File: src/rtl/serial_alu_pkg.sv
`default_nettype none
// ============================================================================
// serial_alu_pkg -- opcodes, FSM encoding and carry-seed helper for serial_alu_w
// Revision 1.0
// ============================================================================
package serial_alu_pkg;

  localparam logic [2:0] OP_NOP  = 3'b000;
  localparam logic [2:0] OP_XOR  = 3'b001;
  localparam logic [2:0] OP_ADD  = 3'b010;
  localparam logic [2:0] OP_XNOR = 3'b011;
  localparam logic [2:0] OP_SUB  = 3'b100;
  localparam logic [2:0] OP_AND  = 3'b101;
  localparam logic [2:0] OP_OR   = 3'b110;
  localparam logic [2:0] OP_ADC  = 3'b111;

  typedef enum logic [0:0] {
    ST_IDLE = 1'b0,
    ST_RUN  = 1'b1
  } state_t;

  // SUB forms a + ~b + 1, so its "+1" enters as the initial carry.
  function automatic logic carry_seed(input logic [2:0] op, input logic cf_in);
    logic seed;
    case (op)
      OP_SUB:  seed = 1'b1;
      OP_ADC:  seed = cf_in;
      default: seed = 1'b0;
    endcase
    return seed;
  endfunction

  function automatic logic is_arith(input logic [2:0] op);
    return (op == OP_ADD) || (op == OP_SUB) || (op == OP_ADC);
  endfunction

endpackage
`default_nettype wire

File: src/rtl/serial_alu_bit_slice.sv
`default_nettype none
// ============================================================================
// serial_alu_bit_slice -- one-bit combinational ALU cell with SUB operand inversion
// Revision 1.0
// ============================================================================
module serial_alu_bit_slice
  import serial_alu_pkg::*;
(
  input  logic       ai,
  input  logic       bi,
  input  logic       ci,
  input  logic [2:0] op,
  output logic       ri,
  output logic       co
);

  logic bx;

  always_comb begin
    bx = (op == OP_SUB) ? ~bi : bi;
    ri = 1'b0;
    co = 1'b0;
    case (op)
      OP_XOR:  ri = ai ^ bi;
      OP_XNOR: ri = ~(ai ^ bi);
      OP_AND:  ri = ai & bi;
      OP_OR:   ri = ai | bi;
      OP_ADD, OP_SUB, OP_ADC: begin
        ri = ai ^ bx ^ ci;
        co = (ai & bx) | (ai & ci) | (bx & ci);
      end
      default: begin
        ri = 1'b0;
        co = 1'b0;
      end
    endcase
  end

endmodule
`default_nettype wire

File: src/rtl/serial_alu_w.sv
`default_nettype none
// ============================================================================
// serial_alu_w -- parametrised bit-serial ALU, one result bit per clock, atomic flags
// Revision 1.0
// ============================================================================
module serial_alu_w
  import serial_alu_pkg::*;
#(
  parameter int WIDTH = 8
) (
  input  logic             clk,
  input  logic             rst_n,
  input  logic             start,
  input  logic [2:0]       opcode,
  input  logic [WIDTH-1:0] a,
  input  logic [WIDTH-1:0] b,
  output logic [WIDTH-1:0] c,
  output logic             zf,
  output logic             cf,
  output logic             sf,
  output logic             vf,
  output logic             busy,
  output logic             done
);

  localparam int               IDX_W    = (WIDTH > 2) ? $clog2(WIDTH) : 1;
  localparam logic [IDX_W-1:0] LAST_IDX = IDX_W'(WIDTH - 1);

  state_t           state_q, state_d;
  logic [IDX_W-1:0] idx_q, idx_d;
  logic [WIDTH-1:0] a_sr_q, a_sr_d;
  logic [WIDTH-1:0] b_sr_q, b_sr_d;
  logic [WIDTH-1:0] r_sr_q, r_sr_d;
  logic [2:0]       op_q, op_d;
  logic             carry_q, carry_d;
  logic [WIDTH-1:0] c_q, c_d;
  logic             zf_q, zf_d;
  logic             cf_q, cf_d;
  logic             sf_q, sf_d;
  logic             vf_q, vf_d;
  logic             done_q, done_d;

  logic             slice_r;
  logic             slice_co;
  logic [WIDTH-1:0] result_w;

  serial_alu_bit_slice u_slice (
    .ai (a_sr_q[0]),
    .bi (b_sr_q[0]),
    .ci (carry_q),
    .op (op_q),
    .ri (slice_r),
    .co (slice_co)
  );

  // Result bits enter at the MSB so that after WIDTH shifts bit 0 sits at the LSB.
  assign result_w = {slice_r, r_sr_q[WIDTH-1:1]};

  always_comb begin
    state_d = state_q;
    idx_d   = idx_q;
    a_sr_d  = a_sr_q;
    b_sr_d  = b_sr_q;
    r_sr_d  = r_sr_q;
    op_d    = op_q;
    carry_d = carry_q;
    c_d     = c_q;
    zf_d    = zf_q;
    cf_d    = cf_q;
    sf_d    = sf_q;
    vf_d    = vf_q;
    done_d  = 1'b0;

    case (state_q)
      ST_IDLE: begin
        if (start && (opcode != OP_NOP)) begin
          state_d = ST_RUN;
          a_sr_d  = a;
          b_sr_d  = b;
          r_sr_d  = '0;
          op_d    = opcode;
          carry_d = carry_seed(opcode, cf_q);
          idx_d   = '0;
        end
      end
      ST_RUN: begin
        a_sr_d  = a_sr_q >> 1;
        b_sr_d  = b_sr_q >> 1;
        r_sr_d  = result_w;
        carry_d = slice_co;
        idx_d   = idx_q + IDX_W'(1);
        if (idx_q == LAST_IDX) begin
          state_d = ST_IDLE;
          idx_d   = '0;
          c_d     = result_w;
          zf_d    = (result_w == '0);
          sf_d    = slice_r;
          // The MSB slice sees carry_q as carry-in, so overflow is carry-in vs carry-out.
          cf_d    = is_arith(op_q) ? ((op_q == OP_SUB) ? ~slice_co : slice_co) : 1'b0;
          vf_d    = is_arith(op_q) ? (carry_q ^ slice_co) : 1'b0;
          done_d  = 1'b1;
        end
      end
      default: state_d = ST_IDLE;
    endcase
  end

  always_ff @(posedge clk or negedge rst_n) begin
    if (!rst_n) begin
      state_q <= ST_IDLE;
      idx_q   <= '0;
      a_sr_q  <= '0;
      b_sr_q  <= '0;
      r_sr_q  <= '0;
      op_q    <= OP_NOP;
      carry_q <= 1'b0;
      c_q     <= '0;
      zf_q    <= 1'b0;
      cf_q    <= 1'b0;
      sf_q    <= 1'b0;
      vf_q    <= 1'b0;
      done_q  <= 1'b0;
    end else begin
      state_q <= state_d;
      idx_q   <= idx_d;
      a_sr_q  <= a_sr_d;
      b_sr_q  <= b_sr_d;
      r_sr_q  <= r_sr_d;
      op_q    <= op_d;
      carry_q <= carry_d;
      c_q     <= c_d;
      zf_q    <= zf_d;
      cf_q    <= cf_d;
      sf_q    <= sf_d;
      vf_q    <= vf_d;
      done_q  <= done_d;
    end
  end

  assign c    = c_q;
  assign zf   = zf_q;
  assign cf   = cf_q;
  assign sf   = sf_q;
  assign vf   = vf_q;
  assign done = done_q;
  assign busy = (state_q == ST_RUN);

endmodule
`default_nettype wire

File: config.mk
export PLATFORM = sky130hd
export DESIGN_NAME = serial_alu_w
export DESIGN_NICKNAME = d
export VERILOG_FILES = /design/src/rtl/serial_alu_pkg.sv /design/src/rtl/serial_alu_bit_slice.sv /design/src/rtl/serial_alu_w.sv
export SDC_FILE = /design/constraint.sdc
export NUM_CORES = 1
export LEC_CHECK = 0
export CAP_MARGIN = 20
export CELL_PAD_IN_SITES_DETAIL_PLACEMENT = 0
export CELL_PAD_IN_SITES_GLOBAL_PLACEMENT = 1
export CORE_MARGIN = 2
export CORE_UTILIZATION = 40
export DETAILED_ROUTE_END_ITERATION = 10
export DONT_BUFFER_PORTS = 1
export PLACE_DENSITY_LB_ADDON = 0.1
export SETUP_SLACK_MARGIN = 0.4
export SYNTH_ARGS = -nofsm -noshare
export SYNTH_HDL_FRONTEND = slang
export SYNTH_SLANG_ARGS = --single-unit
File: constraint.sdc
create_clock -name clk -period 5.8 [get_ports clk]
set_input_delay 1.16 -clock clk [delete_from_list [all_inputs] [get_ports clk]]
set_output_delay 1.16 -clock clk [all_outputs]
set_load 0.02 [all_outputs]
## Word level (Yosys, flattened, before mapping)

Cells that the tools add are included.
Widths: inputs -> output; s select.

| cells by class | value |
|---|---|
| add/subtract/negate cells | 1 |
| equal/unequal tests | 11 |
| muxes and demuxes | 23 |
| bitwise operators | 15 |
| reduce and logical (&&, ||, !) cells | 8 |

Operators with widths:

| operator | number |
|---|---|
| $pmux 8 s2 | 3 |
| $mux 8 | 3 |
| $eq 3x3->1 const B | 7 |
| $mux 1 | 10 |
| $logic_not 8->1 | 1 |
| $eq 3x2->1 const B | 2 |
| $mux 3 | 2 |
| $pmux 1 s2 | 3 |
| $pmux 3 s2 | 1 |
| $pmux 1 s5 | 1 |
| $and 1x1->1 | 4 |
| $not 1->1 | 4 |
| $reduce_and 2->1 | 2 |
| $xor 1x1->1 | 4 |
| $add 3x1->3 const B | 1 |
| $eq 3x1->1 const B | 1 |
| $or 1x1->1 | 3 |
| $reduce_bool 3->1 | 1 |
| $reduce_or 3->1 | 1 |
| $logic_or 1x1->1 | 2 |
| $ne 2x2->1 const B | 1 |
| $logic_and 1x1->1 | 1 |

| word-level totals | value |
|---|---|
| flip-flop bits (word level) | 45 |
| input port bits | 22 |
| output and inout bits | 14 |
| word-level logic and storage cells | 71 |

## Logic depth before layout (Yosys ltp)

Gate-level depths: netlist of the first run.

| depth | value |
|---|---|
| word-level depth | 9 |
| mapped depth | 8 |
| mapped depth without buffers | 7 |

## Hierarchy

Synthesis of the first run repeated with hierarchy kept, for this count alone.

| second synthesis, totals | value |
|---|---|
| cell total of the unflattened synthesis | 154 |
| area total of the unflattened synthesis | 1973.1 um^2 |

Modules (own cells, without submodules):

| module | times used | cells an instance | area each (um^2) | seq. area each (um^2) |
|---|---|---|---|---|
| serial_alu_w | 1 | 136 | 1820.5 | 1076.0 |
| serial_alu_bit_slice | 1 | 18 | 152.6 | 0.0 |

## Worst setup path after synthesis of the first run

Ideal clock, no wire load.

| timing path | value |
|---|---|
| kind | input -> register |
| start | input opcode[2] |
| end | register a_sr_q[0] |
| library setup time | 0.127 ns |
| arrival | 2.239 ns |
| data required time | 5.673 ns |
| path slack | 3.434 ns |
| stages | 6 |
| buffers on the path | 2 |
| path through | or3_4 > and3b_1 > buf_6 > buf_8 > a222oi_1 > inv_1 |

| on the way | value |
|---|---|
| cells in the longest elaborated chain, start to end | 3 |

Ends and longest elaborated chain:

| element | line | text |
|---|---|---|
| start, declared | serial_alu_w.sv:14 | `input logic [2:0] opcode,` |
| $reduce_bool 3->1 | serial_alu_w.sv:76 | `if (start && (opcode != OP_NOP)) begin` |
| $logic_and 1x1->1 | serial_alu_w.sv:76 |  |
| $ne 2x2->1 (no source line) | n/a |  |
| end signal, assigned | serial_alu_w.sv:126 | `a_sr_q <= a_sr_d;` |
| end, declared | serial_alu_w.sv:31 | `logic [WIDTH-1:0] a_sr_q, a_sr_d;` |

Every way passes these cells.
A chain may end at the register's enable or synchronous reset.

## Final worst setup path of the first run

| timing path | value |
|---|---|
| start | register op_q[2] |
| end | register c_q[7], in the netlist c[7] |

| on the way | value |
|---|---|
| cells in the longest elaborated chain, start to end | 5 |
| elaborated cells on any way between the ends | 12 |
| those cells by class | eq/ne (7); mux (2); bitwise (2); reduce/logical (1) |

Ends and longest elaborated chain:

| element | line | text |
|---|---|---|
| start, declared | serial_alu_w.sv:34 | `logic [2:0] op_q, op_d;` |
| start signal, assigned | serial_alu_w.sv:129 | `op_q <= op_d;` |
| $eq 3x3->1 | serial_alu_bit_slice.sv:20, serial_alu_bit_slice.sv:23 |  |
| $mux 1 | serial_alu_bit_slice.sv:20 | `bx = (op == OP_SUB) ? ~bi : bi;` |
| $xor 1x1->1 (2 in series) | serial_alu_bit_slice.sv:29 | `ri = ai ^ bx ^ ci;` |
| $pmux 1 s5 * | serial_alu_bit_slice.sv:23 | `case (op)` |
| end signal, assigned | serial_alu_w.sv:117 | `c_q <= '0;` |
| end signal, assigned | serial_alu_w.sv:131 | `c_q <= c_d;` |
| end, declared | serial_alu_w.sv:36 | `logic [WIDTH-1:0] c_q, c_d;` |

Mark *: on every way between the ends. The rest lies on a longest branch, timed or not.

==> impl_metrics.csv, run 1 <==
group,metric,value,unit
critical_path,cp-end-kind,"register",
flow_run,drv_cap,0,
timing,timing_hold_violations_final,0,
critical_path,critical_path_class,"reg -> reg",
placed_design,post_dp_cell_area,0.00191,sq mm
finish,drive_gt1_share,17.8,%
run_status,status,"completed",
placed_design,dp.final_hpwl,2370,microns
drt,drc,0,
pwr,cellPowerDensity,544,mW/mm^2
critical_path,start_kind,"register",
placed_design,gp_congestion,0.704,
timing,tightest_slew,0.799,ns
timing,fin_skew,0.00644,ns
critical_path,critPathMaxStageDelay,0.72,ns
timing,fmax,0.405,GHz
timing,rsz0062_at_grt,"false",
drt,num_vias,1192,
synth,syn_inst,153,
pwr,power.leakage,0.982,nW
clock_network,numCtsBuffers,5,
timing,fin_crit,2.47,ns
drt,first_iter_violations,91,
timing,holdWs,0.505,ns
floorplan,io_pins,36,
clock_network,clock_latency,0.29,ns
global_routing,grt_pass1_vias,1190,
clock_network,clk_pin_slew_worst_paths,0.08,ns
clock_network,cts_tree,"done",
synth,synth_area_leaders,"dfrtp_1 56%, a222oi_1 7.3%, mux2_2 7.1%",
floorplan,initial_utilization,40.9,%
finish,final_net_count,178,
global_routing,grt_start_max_net_pins,44,
drt,dr.pass1.iters,7,
global_routing,grt_pass1_wl,5820,microns
critical_path,cp_max_fo,9,
synth,synth_flop_cell,"dfrtp_1",
synth,yosysTopAreaCell,"dfrtp_1",
drt,routed_wl,3560,microns
pwr,vdd_drop_max,0.000226,V
floorplan,fp.dieH,73.1,microns
timing,fin_crit_sh,42.6,%
synth,synth_fp_nets,180,
clock_network,htreeDepth,2,
drt,viasPerCell,5.79,
timing,tns,0,ns
timing,relSlewSlack,46.0,%
synth,netlist_area,0.00191,sq mm
synth,synth_edf_count,0,
clock_network,cts_hold_repair.buffers,0,
clock_network,cts.path.max_buffers,2,
global_routing,antenna_found_initial,0,
placed_design,portBuffers,0,
synth,synthArstFlopShare,100,%
critical_path,crit_slowest_cell,"o311ai_0",
min_path,hold_path.class,"reg -> reg",
finish,synthToLayoutAreaGrowth,5.11,%
synth,synth_top_area_share,56.4,%
synth,syn_area_per_cell,12.5,sq um
critical_path,arrival,2.71,ns
synth,synth_seq_area_share,56.4,%
floorplan,dieArea,0.00534,sq mm
synth,yosys_warnings,0,
critical_path,worst_ep_required_time,6.04,ns
drt,wl_per_cell,17.3,microns
finish,diodes,0,
critical_path,path_cells,"nor3b_1 -> xnor2_1 -> fa_1 -> o311ai_0 -> mux2_2",
clock_network,cts.sinks,43,
timing,setup_slack,3.33,ns
finish,post-route-cell-area,0.00201,sq mm
global_routing,grt-ovfl-total,0,
finish,mostFrequentLayoutCell,"dfrtp_1",
timing,drv_slew,0,
clock_network,clock-root-buffer,"clkbuf_8",
placed_design,pre_cts_ws,2.92,ns
floorplan,core-area,0.00466,sq mm
floorplan,fp.dieW,73.1,microns
floorplan,rows,25,
synth,synth-seq-cells,43,
drt,ant_nets,0,
clock_network,post_cts_buffers,0,
pwr,p_total,1.09,mW
synth,ys_types,36,
timing,setup_viol,0,
global_routing,grt.total_usage,14.7,%
finish,most-common-layout-cells,"43 x dfrtp_1, 18 x inv_1, 14 x a222oi_1",
clock_network,cts_resized,0,
synthesized netlist by cell type (all sizes together), types with 2 or more instances:
master	count
dfrtp	43
inv	18
a222oi	14
mux2	12
a22o	11
buf	8
nand2	5
nor2	5
ha	4
o21ai	4
a21oi	3
clkbuf	3
nor3b	3
nand3	2
nand3b	2
xor2	2
metrics by stage:
stage          util (%)  cells
6_report           43.0    206
5_1_grt            43.0    206
4_1_cts            42.8    205
3_5_place_dp       41.0    197
3_3_place_gp       41.0    197
2_1_floorplan         -    153
final timing paths:
path | endpoint | cells past startpoint | slack (ns) | start
max reg2reg | c[7] | 5 | 3.33 | op_q[2]
min | idx_q[2] | 1 | 0.51 | idx_q[2]
max in group asynchronous | b_sr_q[2] | 0 | 5.16 | rst_n
min reg2reg | idx_q[2] | 1 | 0.51 | idx_q[2]
min in group asynchronous | zf | 0 | 0.55 | rst_n
max | c[7] | 5 | 3.33 | op_q[2]
sequential cells by signal, summed over array words and instances, names as in the netlist:
name,count
r_sr_q,7
carry_q,1
cf,1
a_sr_q,8
c,8
zf,1
vf,1
done,1
busy,1
op_q,3
idx_q,3
b_sr_q,8
layout make-up:
class	count	area (sq um)
Fill cell	437	2660
Inverter	18	67.6
Tap cell	54	67.6
Timing Repair Buffer	2	18.8
Sequential cell	43	1080
Clock inverter	2	12.5
Clock buffer	6	72.6
Multi-Input combinational cell	81	691
critical path: cells and delay by family, from the launching register on:
family | cells | cell delay, ns
AOI/OAI and AO/OA | 1 | 0.72
xor gates and xnor gates | 1 | 0.18
and+or+nand+nor | 1 | 0.29
muxes | 1 | 0.28
adders and majority gates | 1 | 0.43
DFF | 1 | 0.51
power by group:
group | internal [mW] | switching (mW)
Sequential | 0.416 | 0.148
Combinational | 0.181 | 0.160
Clock | 0.0842 | 0.102
metal layers:
metal | up-vias | GRT usage [%] | routed length (microns)
met3 | 6 | 5.80 | 207
met2 | 30 | 23.7 | 1720
met4 | 0 | 4.32 | 51
met1 | 598 | 18.1 | 1590
li1 | 558 | - | -
met5 | - | 0 | 0
kinds of logic after synthesis:
kind of cell / count (synthesis) / share of synthesized area (%)
DFF: 43 / 56.4
and+or+nand+nor: 25 / 7.61
xor gates and xnor gates: 3 / 1.38
adders and majority gates: 5 / 3.67
muxes: 12 / 7.08
AOI/OAI and AO/OA: 36 / 16.5
buffers and inverters: 29 / 7.41
No activity file was read; power rests on OpenSTA's default activity.
==> inputs of run 2 (changes only) <==
==> constraint.sdc (replaced) <==
create_clock -name clk -period 2.3 [get_ports clk]
set_input_delay 0.46 -clock clk [delete_from_list [all_inputs] [get_ports clk]]
set_output_delay 0.46 -clock clk [all_outputs]
set_load 0.02 [all_outputs]
==> impl_metrics.csv, run 2 (synthesized netlist as in run 1, its figures left out) <==
group,metric,value,unit
finish,drive_gt1_share,26.4,%
drt,num_vias,1261,
pwr,power.leakage,1.05,nW
min_path,whs_path_depth,2,
clock_network,htreeDepth,2,
timing,drv_slew,0,
finish,most-common-layout-cells,"40 x dfrtp_1, 18 x inv_1, 14 x a222oi_1",
placed_design,dp.final_hpwl,2500,microns
clock_network,clock-root-buffer,"clkbuf_8",
drt,first_iter_violations,120,
global_routing,grt_pass1_wl,6490,microns
pwr,cellPowerDensity,1390,mW/mm^2
critical_path,critical_path_class,"reg -> reg",
critical_path,cp-end-kind,"register",
floorplan,io_pins,36,
drt,ant_nets,0,
global_routing,grt_start_max_net_pins,44,
timing,fin_skew,0.00214,ns
global_routing,grt_pass1_vias,1265,
floorplan,core-area,0.00466,sq mm
global_routing,grt-ovfl-total,0,
finish,fin_util,45.8,%
floorplan,fp.dieH,73.1,microns
finish,final_net_count,189,
critical_path,crit_slowest_cell,"dfrtp_2",
finish,diodes,0,
clock_network,cts.path.max_buffers,2,
timing,tns,0,ns
drt,dr.pass1.iters,5,
flow_run,drv_cap,0,
floorplan,fp.dieW,73.1,microns
global_routing,antenna_found_initial,0,
global_routing,grt.total_usage,16.1,%
placed_design,post_dp_cell_area,0.00196,sq mm
placed_design,gp_congestion,0.763,
timing,rsz0062_at_grt,"true",
timing,timing_hold_violations_final,0,
clock_network,clk_pin_slew_worst_paths,0.07,ns
timing,relSlewSlack,71.0,%
critical_path,critPathMaxStageDelay,0.45,ns
floorplan,dieArea,0.00534,sq mm
clock_network,cts_tree,"done",
critical_path,path_cells,"nor3b_2 -> xnor2_1 -> fa_2 -> or3b_4 -> a21oi_2 -> a21oi_1 -> o21ai_1",
critical_path,start_kind,"register",
timing,setup_viol,0,
placed_design,portBuffers,0,
drt,wl_per_cell,17.7,microns
floorplan,initial_utilization,40.9,%
run_status,status,"completed",
clock_network,numCtsBuffers,5,
timing,tightest_slew,0.430,ns
drt,drc,0,
finish,synthToLayoutAreaGrowth,11.9,%
critical_path,cp_max_fo,5,
critical_path,arrival,2.07,ns
critical_path,worst_ep_required_time,2.52,ns
drt,routed_wl,3850,microns
clock_network,clock_latency,0.29,ns
finish,post-route-cell-area,0.00213,sq mm
critical_path,rr_worst_depth,7,
min_path,hold_path.class,"in -> reg",
clock_network,cts.sinks,43,
timing,fin_crit_sh,80.6,%
timing,fin_crit,1.85,ns
floorplan,rows,25,
pwr,vdd_drop_max,0.000587,V
finish,mostFrequentLayoutCell,"dfrtp_1",
drt,viasPerCell,5.81,
timing,fmax,0.540,GHz
## run 2: layout make-up
class,instances,area [sq um]
timing repair buffer,13,113
inverter,18,67.6
tap,54,67.6
sequential,43,1080
clock inverter,1,5.00
multi-input combinational,81,726
fill,428,2530
clock buffer,7,76.3
## run 2: metrics by stage
step	setup slack [ns]	total power, mW	hold slack [ns]	std cells
global placement	0.302	2.35	0.166	201
global route	0.308	3.22	0.279	217
CTS	0.407	2.94	0.0104	212
detailed placement	0.252	2.38	0.166	201
floorplan	0.372	2.22	0.164	153
finish	0.446	2.98	0.294	217
## run 2: worst paths after layout
path | slack [ns] | to | startpoint
max | 0.45 | cf | op_q[0]
min | 0.29 | a_sr_q[3] | a[3]
max reg2reg | 0.45 | cf | op_q[0]
min reg2reg | 0.51 | idx_q[1] | idx_q[1]
max in group asynchronous | 1.46 | op_q[1] | rst_n
min in group asynchronous | 0.62 | c[4] | rst_n
## run 2: worst max-delay path: cells and delay by family (launching register included)
family          cells  cell delay, ns
simple gates        2            0.58
flops               1            0.45
fa+ha+maj           1            0.35
compound gates      3            0.31
xor+xnor            1            0.10
## run 2: timing repair
item / in CTS / in global routing
gates resized for setup: 4 / 1
pin swaps: 1 / 3
hold endpoints to repair: 43 / 3
setup buffers: 2 / 4
cloned: 0 / 0
hold buffers: 1 / 1
setup endpoints to repair: 4 / 4
## run 2: routing by layer
metal / share of wire (%) / GRT usage, % / up-vias
li1: - / - / 575
met1: 45 / 21.9 / 645
met2: 48 / 24.0 / 35
met3: 5.4 / 5.11 / 6
met4: 1.6 / 6.17 / 0
met5: 0 / 0 / -
## run 2: power by group
part | internal (mW) | leakage (nW) | switching [mW] | total (mW)
combinational | 0.593 | 0.449 | 0.508 | 1.10
sequential | 1.06 | 0.558 | 0.371 | 1.43
clock | 0.213 | 0.0422 | 0.236 | 0.449
total | 1.86 | 1.05 | 1.11 | 2.98
==> inputs of run 3 (changes only) <==
==> constraint.sdc (replaced) <==
create_clock -name clk -period 1.8 [get_ports clk]
set_input_delay 0.36 -clock clk [delete_from_list [all_inputs] [get_ports clk]]
set_output_delay 0.36 -clock clk [all_outputs]
set_load 0.02 [all_outputs]
==> impl_metrics.csv, run 3 (synthesized netlist as in run 1, its figures left out) <==
group,metric,value,unit
clock_network,clock_latency,0.29,ns
timing,relSlewSlack,72.9,%
global_routing,grt_pass1_wl,6270,microns
pwr,vdd_drop_max,0.000704,V
drt,wl_per_cell,16.9,microns
critical_path,worst_ep_required_time,2.02,ns
finish,fin_util,47.9,%
floorplan,initial_utilization,40.9,%
finish,post-route-cell-area,0.00223,sq mm
drt,drc,0,
global_routing,grt_pass1_vias,1300,
timing,fin_crit_sh,98.2,%
timing,rsz0062_at_grt,"true",
floorplan,rows,25,
finish,mostFrequentLayoutCell,"dfrtp_1",
drt,first_iter_violations,86,
min_path,hold-path-endpoint,"b_sr_q[2]",
min_path,whs_path_depth,2,
drt,num_vias,1260,
min_path,hold_path.class,"in -> reg",
clock_network,cts.sinks,43,
timing,fin_crit,1.77,ns
critical_path,cp_max_fo,2,
global_routing,grt.total_usage,15.5,%
clock_network,cts_tree,"done",
floorplan,fp.dieH,73.1,microns
placed_design,gp_congestion,0.733,
drt,dr.pass1.iters,5,
finish,multiInputGateArea,785,sq um
finish,fin_cells,219,
finish,nFillCells,431,
critical_path,rr_worst_depth,7,
run_status,status,"completed",
placed_design,post_dp_cell_area,0.00203,sq mm
critical_path,r2r_slack,0.03,ns
global_routing,grt-ovfl-total,0,
critical_path,cp-end-kind,"register",
placed_design,dp_cells,204,
global_routing,antenna_found_initial,0,
drt,viasPerCell,5.75,
critical_path,critical_path_class,"reg -> reg",
drt,met3_wirelength,136,microns
pwr,cellPowerDensity,1770,mW/mm^2
critical_path,start_kind,"register",
finish,final_net_count,191,
clock_network,cts.path.max_buffers,2,
timing,tightest_slew,0.402,ns
drt,wl_met1,1770,microns
floorplan,core-area,0.00466,sq mm
floorplan,fp.dieW,73.1,microns
finish,most-common-layout-cells,"42 x dfrtp_1, 18 x inv_1, 14 x a222oi_1",
timing,drv_slew,0,
clock_network,numCtsBuffers,5,
min_path,holdCritStartpoint,"b[2]",
flow_run,drv_cap,0,
drt,routed_wl,3710,microns
drt,met2WireLength,1780,microns
global_routing,grt_start_max_net_pins,44,
finish,synthToLayoutAreaGrowth,17.1,%
clock_network,htreeDepth,2,
timing,timing_hold_violations_final,0,
critical_path,crit_slowest_cell,"dfrtp_1",
timing,setup_viol,0,
finish,seq_area,0.00108,sq mm
critical_path,path_cells,"nor3b_2 -> xnor2_1 -> fa_2 -> or3b_4 -> a21oi_2 -> a21oi_1 -> o21ai_1",
finish,drive_gt1_share,29.7,%
floorplan,io_pins,36,
critical_path,critPathMaxStageDelay,0.39,ns
placed_design,dp.final_hpwl,2500,microns
timing,fmax,0.566,GHz
finish,diodes,0,
critical_path,arrival,1.99,ns
drt,highest_layer,"met4",
clock_network,clock-root-buffer,"clkbuf_8",
drt,ant_nets,0,
timing,fin_skew,0.00598,ns
floorplan,dieArea,0.00534,sq mm
timing,holdWs,0.196,ns
clock_network,clk_pin_slew_worst_paths,0.08,ns
critical_path,timing.rr.end,"cf",
critical_path,r2r_start,"op_q[1]",
placed_design,portBuffers,0,
pwr,power.leakage,1.07,nW
-- run 3: layer usage --
metal  global-route usage, %  vias to the layer above
li1                        -                      586
met1                    20.7                      648
met2                    24.2                       24
met3                    4.14                        2
met4                    5.56                        0
met5                       0                        -
-- run 3: metrics by stage --
step                power (mW)  worst slack, ns  setup TNS [ns]
floorplan                 2.95           -0.127          -0.177
global placement          3.15          -0.0178         -0.0178
detailed placement        3.22          -0.0358         -0.0358
CTS                       3.87           0.0272               0
global route              4.27          -0.0982          -0.215
finish                    3.95           0.0318               0
-- run 3: worst max path at each step --
stage,slack (ns),cells past startpoint,endpoint,startpoint
final,0.03,7,cf,op_q[1]
after CTS,0.03,5,c[7],op_q[0]
after global routing,-0.1,7,cf,op_q[1]
after floorplan,-0.13,8,cf,op_q[2]
after detailed placement,-0.04,7,cf,op_q[1]
after global placement,-0.02,7,cf,op_q[1]
-- run 3: cell type report --
cell class / count / area share [%]
Clock buffer: 6 / 3.25
Clock inverter: 2 / 0.560
Inverter: 18 / 3.02
Multi-Input combinational cell: 82 / 35.1
Sequential cell: 43 / 48.2
Tap cell: 54 / 3.02
Timing Repair Buffer: 14 / 6.83
-- run 3: what timing repair did --
action | 4_1_cts | 5_1_grt
hold endpoints to repair | 43 | 0
endpoints found under the setup margin | 13 | 28
hold buffers | 2 | 0
gates cloned | 0 | 1
gates resized for setup | 2 | 6
buffers inserted | 0 | 4
pin swaps | 5 | 5
-- run 3: power breakdown --
group	internal, mW	total, mW	leakage (nW)	switching, mW
Sequential	1.34	1.77	0.561	0.428
Clock	0.271	0.583	0.0412	0.312
Combinational	0.855	1.60	0.472	0.743
Total	2.47	3.95	1.07	1.48
-- run 3: critical path, delay by kind of cell (launching register included) --
kind                       cells  cell delay [ns]
and+or+nand+nor                2             0.58
AOI/OAI and AO/OA              3             0.28
DFF                            1             0.39
xor gates and xnor gates       1             0.11
adders and majority gates      1             0.35
